--- src/rtl/wb_pkg.sv ---
// wb_pkg: shared widths, writeback request type and arbiter states
package wb_pkg;
  localparam int XLEN_DEF = 32;
  localparam int NUM_REGS_DEF = 32;
  localparam int REG_ADDR_W = $clog2(NUM_REGS_DEF);
  typedef struct packed {
    logic [REG_ADDR_W-1:0] rd;
    logic [XLEN_DEF-1:0]   data;
  } wb_req_t;
  typedef enum logic {ALU_PRI, LD_PRI} wb_state_e;
endpackage

--- src/rtl/wb_fifo.sv ---
// wb_fifo: load result FIFO exposing count and per-entry valid/rd for busy tracking
module wb_fifo
  import wb_pkg::*;
#(
  parameter int DEPTH = 4,
  localparam int PW = $clog2(DEPTH),
  localparam int CW = PW + 1
) (
  input  logic                                clk,
  input  logic                                rst,
  input  logic                                push,
  input  logic                                pop,
  input  wb_req_t                             din,
  output wb_req_t                             dout,
  output logic [CW-1:0]                       count,
  output logic [DEPTH-1:0]                    ent_vld,
  output logic [DEPTH-1:0][REG_ADDR_W-1:0]    ent_rd
);
  wb_req_t mem [DEPTH];
  logic [PW-1:0] wp, rp;
  logic do_push, do_pop;
  assign do_push = push && count < CW'(DEPTH);
  assign do_pop = pop && count != '0;
  assign dout = mem[rp];
  for (genvar i = 0; i < DEPTH; i++) begin : g_rd
    assign ent_rd[i] = mem[i].rd;
  end
  always_ff @(posedge clk) begin
    if (do_push) mem[wp] <= din;
  end
  always_ff @(posedge clk or posedge rst) begin
    if (rst) begin
      wp <= '0;
      rp <= '0;
      count <= '0;
      ent_vld <= '0;
    end else begin
      if (do_push) begin
        wp <= wp + 1'b1;
        ent_vld[wp] <= 1'b1;
      end
      if (do_pop) begin
        rp <= rp + 1'b1;
        ent_vld[rp] <= 1'b0;
      end
      count <= count + CW'(do_push) - CW'(do_pop);
    end
  end
endmodule

--- src/rtl/wb_arbiter.sv ---
// wb_arbiter: merges ALU and buffered load results onto the register-file write port
module wb_arbiter
  import wb_pkg::*;
#(
  parameter int XLEN = XLEN_DEF,
  parameter int NUM_REGS = NUM_REGS_DEF,
  parameter int LD_DEPTH = 4,
  localparam int AW = $clog2(NUM_REGS),
  localparam int CW = $clog2(LD_DEPTH) + 1
) (
  input  logic                clk,
  input  logic                rst,
  input  logic                alu_valid_i,
  output logic                alu_ready_o,
  input  logic [AW-1:0]       alu_rd_i,
  input  logic [XLEN-1:0]     alu_data_i,
  input  logic                ld_valid_i,
  output logic                ld_ready_o,
  input  logic [AW-1:0]       ld_rd_i,
  input  logic [XLEN-1:0]     ld_data_i,
  output logic                wr_en_o,
  output logic [AW-1:0]       rd_addr_o,
  output logic [XLEN-1:0]     rd_data_o,
  output logic [NUM_REGS-1:0] busy_o,
  output logic                waw_err_o
);
  wb_state_e state, state_nx;
  wb_req_t head, sel;
  logic sel_vld, pop, alu_hs;
  logic [CW-1:0] count;
  logic [LD_DEPTH-1:0] ent_vld;
  logic [LD_DEPTH-1:0][REG_ADDR_W-1:0] ent_rd;
  assign ld_ready_o = count < CW'(LD_DEPTH);
  assign alu_ready_o = state == ALU_PRI;
  assign alu_hs = alu_valid_i && alu_ready_o;
  wb_fifo #(.DEPTH(LD_DEPTH)) u_fifo (
    .clk(clk),
    .rst(rst),
    .push(ld_valid_i && ld_ready_o && ld_rd_i != '0),
    .pop(pop),
    .din(wb_req_t'{rd: ld_rd_i, data: ld_data_i}),
    .dout(head),
    .count(count),
    .ent_vld(ent_vld),
    .ent_rd(ent_rd)
  );
  always_comb begin
    pop = count != '0 && !alu_hs;
    sel_vld = alu_hs || pop;
    sel = alu_hs ? wb_req_t'{rd: alu_rd_i, data: alu_data_i} : head;
    state_nx = state == ALU_PRI ? (alu_valid_i && count == CW'(LD_DEPTH) ? LD_PRI : ALU_PRI)
                                : (count - CW'(pop) < CW'(LD_DEPTH - 1) ? ALU_PRI : LD_PRI);
  end
  always_comb begin
    busy_o = '0;
    for (int i = 0; i < LD_DEPTH; i++) if (ent_vld[i]) busy_o[ent_rd[i]] = 1'b1;
    busy_o[0] = 1'b0;
  end
  always_ff @(posedge clk or posedge rst) begin
    if (rst) state <= ALU_PRI;
    else state <= state_nx;
  end
  always_ff @(posedge clk or posedge rst) begin
    if (rst) begin
      wr_en_o <= 1'b0;
      rd_addr_o <= '0;
      rd_data_o <= '0;
      waw_err_o <= 1'b0;
    end else begin
      wr_en_o <= sel_vld && sel.rd != '0;
      if (sel_vld && sel.rd != '0) begin
        rd_addr_o <= sel.rd;
        rd_data_o <= sel.data;
      end
      if (alu_hs && alu_rd_i != '0 && busy_o[alu_rd_i]) waw_err_o <= 1'b1;
    end
  end
endmodule

--- config.mk ---
export PLATFORM = sky130hd
export DESIGN_NAME = wb_arbiter
export DESIGN_NICKNAME = d
export VERILOG_FILES = /design/src/rtl/wb_pkg.sv /design/src/rtl/wb_fifo.sv /design/src/rtl/wb_arbiter.sv
export SDC_FILE = /design/constraint.sdc
export NUM_CORES = 1
export LEC_CHECK = 0
export BUFFER_PORTS_ARGS = -buffer_cell sky130_fd_sc_hd__buf_2
export CAP_MARGIN = 5
export CORE_MARGIN = 2
export CORE_UTILIZATION = 60
export CTS_CLUSTER_DIAMETER = 150
export DETAILED_ROUTE_END_ITERATION = 12
export HOLD_SLACK_MARGIN = 0.08
export PLACE_DENSITY = 0.89
export SYNTH_ARGS = -nofsm -noshare
export SYNTH_HDL_FRONTEND = slang
export SYNTH_SLANG_ARGS = --single-unit
--- constraint.sdc ---
create_clock -name clk -period 5.86 [get_ports clk]
set_input_delay 0.293 -clock clk [delete_from_list [all_inputs] [get_ports clk]]
set_output_delay 0.293 -clock clk [all_outputs]
set_load 0.05 [all_outputs]
==> results.md <==
- The final-report hold violation count is 0.
- Across all register-to-register paths, the minimum setup slack is ~2500 ps.
- IR analysis of the VDD net gives a maximum drop of 0.4119 mV.
- After clock tree synthesis, the clock-pin slew on the worst setup and hold paths is 70 ps.
- The reported leakage power is 0.004330 µW.
- The worst slew margin relative to its limit is 27.70%.
- The worst path uses 58.02% of the clock period.
- The max-capacitance violation count is 0.
- TritonCTS created 17 clock buffers.
- The synthesized design contains between 150 and 200 register bits.
- Setup repair after global routing left no endpoint under its margin.
- The slew at the pin closest to its max-slew limit is about 1100 ps.
- The detailed router placed 6,787 vias in this run.
- The layout cell share with drive strength beyond 1 is 30.28%.
- The first TritonRoute pass finished after 5 iterations.
- Setup violations remaining at the end of the flow were counted as 0.
- The power density of the placed cells is 485.0 nW/µm².
- The die extent in y is 128.6 µm.
- The capturing element type of the critical path is a register.
- The worst register-to-register path has a depth of 6.
- Measured along the x axis, the die boundary spans 128.6 µm.
- The synthesis-to-finish area growth is 18.51%.
- The proportion of netlist area held by the largest area contributor is 47.68%.
- Prior to clock tree synthesis, the placed netlist has a worst setup slack of 2652 ps.
- Clock latency on the worst-skew pair, taken at its later pin, is ~440 ps.
- The number of synthesized flops with an enable pin is 148.
- The cell with the largest stage delay on the worst path is sky130_fd_sc_hd__dfrtp_2.
- For the final database, setup skew stands at ~16 ps.
- The critical register-to-register path endpoint is rd_data_o[5].
- The shortest clock period the worst path allows after layout is about 3400 ps.
- STA classifies the critical path startpoint as a register.
- The hold path startpoint is ld_data_i[29].
- The global-route wire length before repair is a little under 40,000 µm.
- Ranked by instance count, the synthesized netlist is headed by 148 x sky130_fd_sc_hd__edfxtp_1, 51 x sky130_fd_sc_hd__dfrtp_1, 51 x sky130_fd_sc_hd__nand2_1, 41 x sky130_fd_sc_hd__o21ai_0, 39 x sky130_fd_sc_hd__mux2i_1.
- In the routed layout, each cell is associated on average with a via count of 6.740.
- The final hold slack is between 90 and 100 ps.
- The path class of the tightest hold or removal check is in2reg.
- The pin count of the biggest net entering global routing is 73.
- The total wire length after detailed routing is between 20,000 and 30,000 µm.
- The number of antenna violations at the first check in global routing is 0.
- The startpoint identified for the worst register-to-register timing path is u_fifo.rp[1].
- Synthesis produced a netlist whose cell count is 647.
- Among all flip-flop cells after synthesis, the most frequent one is sky130_fd_sc_hd__edfxtp_1.
- Walking the worst path, the cells encountered are mux4_2 -> mux2i_1 -> and3_1 -> a31o_2 -> buf_4 -> o21ai_0.
- The cell accounting for the most synthesized area is sky130_fd_sc_hd__edfxtp_1.
- The number of different library cells used by synthesis comes to 69.
- The floorplan has 45 rows.
- At the end of the flow, the number of nets in the layout was 897.
- The number of I/O pins is around 150.
- At the end of the flow the core is filled with cells to 72.67%.
- The number of global-route vias before repair is 6,860.
- The starting density of the core is 61.32%.
- TritonCTS built the clock tree.
- The total area inside the core boundary comes to 15,200 µm².
- Summed over all failing endpoints, the final setup total negative slack is 0 ps.
- The post-cts gate resize count is 0.
- The H-tree depth is 4.
- After global routing the overflow that remains totals 0.
- The number of clock sinks is around 200.
- Yosys printed 0 warnings.
- In this run the worst path has a maximum fanout of 72.
- Of the synthesized area, sequential elements account for roughly 61%.
- Clock tree synthesis selected as its root buffer the cell sky130_fd_sc_hd__clkbuf_16.
- The critical path data required time is 6120 ps.
- The post-synthesis instance area is 9321 µm².
- The diode insertion count for antenna repair is 0.
- The clock passes through at most 2 buffers.
- In this run the tool buffered the top-level ports with between 100 and 150 buffer cells.
- The flow ran to the end, and the final reports show no timing, DRC or antenna violations.
- The number of cells on the worst hold path is 1.
- The per-cell routed wire length is 25.80 µm.
- Counting flops with an async set or reset pin after synthesis yields a share of between 20% and 30%.
- Routability-driven placement finished with a final weighted congestion of ~0.96.
- The synthesized netlist net count is 738.
- After legalization and detailed placement, the total HPWL measured 16,460 µm.
- The maximum clock frequency is 0.2941 GHz.
- The largest single stage delay on the critical path is between 1000 and 1500 ps.
- The type of the worst setup path is reg2reg.
- The data arrival time of the critical path is 3660 ps.
- A synthesized cell averages 14.41 µm².
- The detailed-route DRC error count is 0.
- For hold timing, the worst endpoint is u_fifo.mem[2][29].
- In the global route stage, overall resource usage came out at 32.39%.
- The final antenna-violating net count is 0.
- The full die area is 16,550 µm².
- By instance count, the leading cell after synthesis is sky130_fd_sc_hd__edfxtp_1.
- In this run, the number of DRC markers left after iteration 0 of detailed routing was 749.
- The final worst setup slack is 2460 ps.
- By area the synthesized netlist is led by sky130_fd_sc_hd__edfxtp_1 48%, sky130_fd_sc_hd__dfrtp_1 14%, sky130_fd_sc_hd__mux4_2 9.2%.
- The max-slew violation count was 0.
flip-flops by register name (all words and copies together) (netlist names):
register        flops
u_fifo.mem        148
rd_data_o          32
rd_addr_o           5
u_fifo.ent_vld      4
u_fifo.count        3
u_fifo.rp           2
u_fifo.wp           2
state               1
waw_err_o           1
wr_en_o             1
cells in the final DEF (no fill, tap or decap), drive strengths merged, types with 7 or more instances in the layout:
| master | Yosys | final |
|---|---|---|
| clkinv | 1 | 8 |
| mux2i | 39 | 39 |
| nor2 | 29 | 29 |
| o21ai | 41 | 41 |
| o22ai | 15 | 15 |
| a211o | 10 | 10 |
| buf | 27 | 153 |
| dfrtp | 51 | 51 |
| ha | 12 | 12 |
| or3b | 11 | 11 |
| o221ai | 12 | 12 |
| nand2 | 51 | 51 |
| clkbuf | 12 | 17 |
| mux4 | 40 | 40 |
| dlygate4sd3 | 0 | 26 |
| nand3b | 10 | 10 |
| edfxtp | 148 | 148 |
| inv | 26 | 31 |
| a22oi | 7 | 7 |
kinds of logic (layout without fill, tap and decap cells):
family / after synthesis / count (layout) / share of synthesized area (%)
DFF: 199 / 199 / 61.37
xor gates and xnor gates: 4 / 4 / 0.3758
adders and majority gates: 13 / 13 / 1.825
muxes: 81 / 81 / 14.17
AOI/OAI and AO/OA: 125 / 125 / 9.383
other: 1 / 1 / 0.04023
and+or+nand+nor: 158 / 158 / 9.597
buffers and inverters: 66 / 238 / 3.235
power breakdown:
| group | total [µW] | switching (µW) | internal (µW) |
|---|---|---|---|
| logic | 1970 | 1320 | 649 |
| clock network | 1240 | 548 | 691 |
| registers | 2150 | 291 | 1860 |
| total | 5360 | 2160 | 3200 |
worst max-delay path, delay by kind of cell, from the launching register on:
family          cells  cell delay [ps]
compound gates      2              470
buf+inv             1              520
flops               1             1090
mux                 2              870
simple gates        1              220
timing repair:
item,in CTS,in global routing
hold buffers,26,0
endpoints found under the hold margin,119,0
setup buffers,0,0
metal layers:
metal | global-route usage [%] | up-vias | wire, µm
met5 | 0 | - | 0
met4 | 15.03 | 0 | 881
met3 | 7.069 | 72 | 2349
met2 | 53.69 | 491 | 13190
met1 | 41.35 | 3387 | 9560
li1 | - | 2837 | -
how the worst max path moves through the flow:
| stage | startpoint | endpoint | slack, ps | cells after the start |
|---|---|---|---|---|
| after floorplan | u_fifo.mem[0][34] | waw_err_o | 3120 | 7 |
| after global placement | u_fifo.rp[1] | rd_data_o[4] | 2850 | 6 |
| after detailed placement | u_fifo.rp[1] | rd_data_o[4] | 2650 | 6 |
| after CTS | u_fifo.rp[1] | rd_data_o[11] | 2650 | 6 |
| after global routing | u_fifo.rp[1] | rd_data_o[10] | 2340 | 6 |
| final | u_fifo.rp[1] | rd_data_o[5] | 2460 | 6 |
through the flow:
step / total power, µW / cells / cell area, µm²
after floorplan: 3532 / 647 / 9321
after global placement: 3942 / 949 / 10150
after detailed placement: 4048 / 949 / 10150
after CTS: 5297 / 1007 / 11050
after global routing: 5554 / 1007 / 11050
final: 5357 / 1007 / 11050
cell type report:
cell class	instances	area, µm²
multi-input cells	382	3312
clock inverters	15	214.0
repair buffers	179	1036
flip-flops and latches	199	5723
clock buffers	17	425.4
fillers	924	4155
inverters	27	101.3
well taps	188	235.2
No activity file was read; power rests on OpenSTA's default activity.
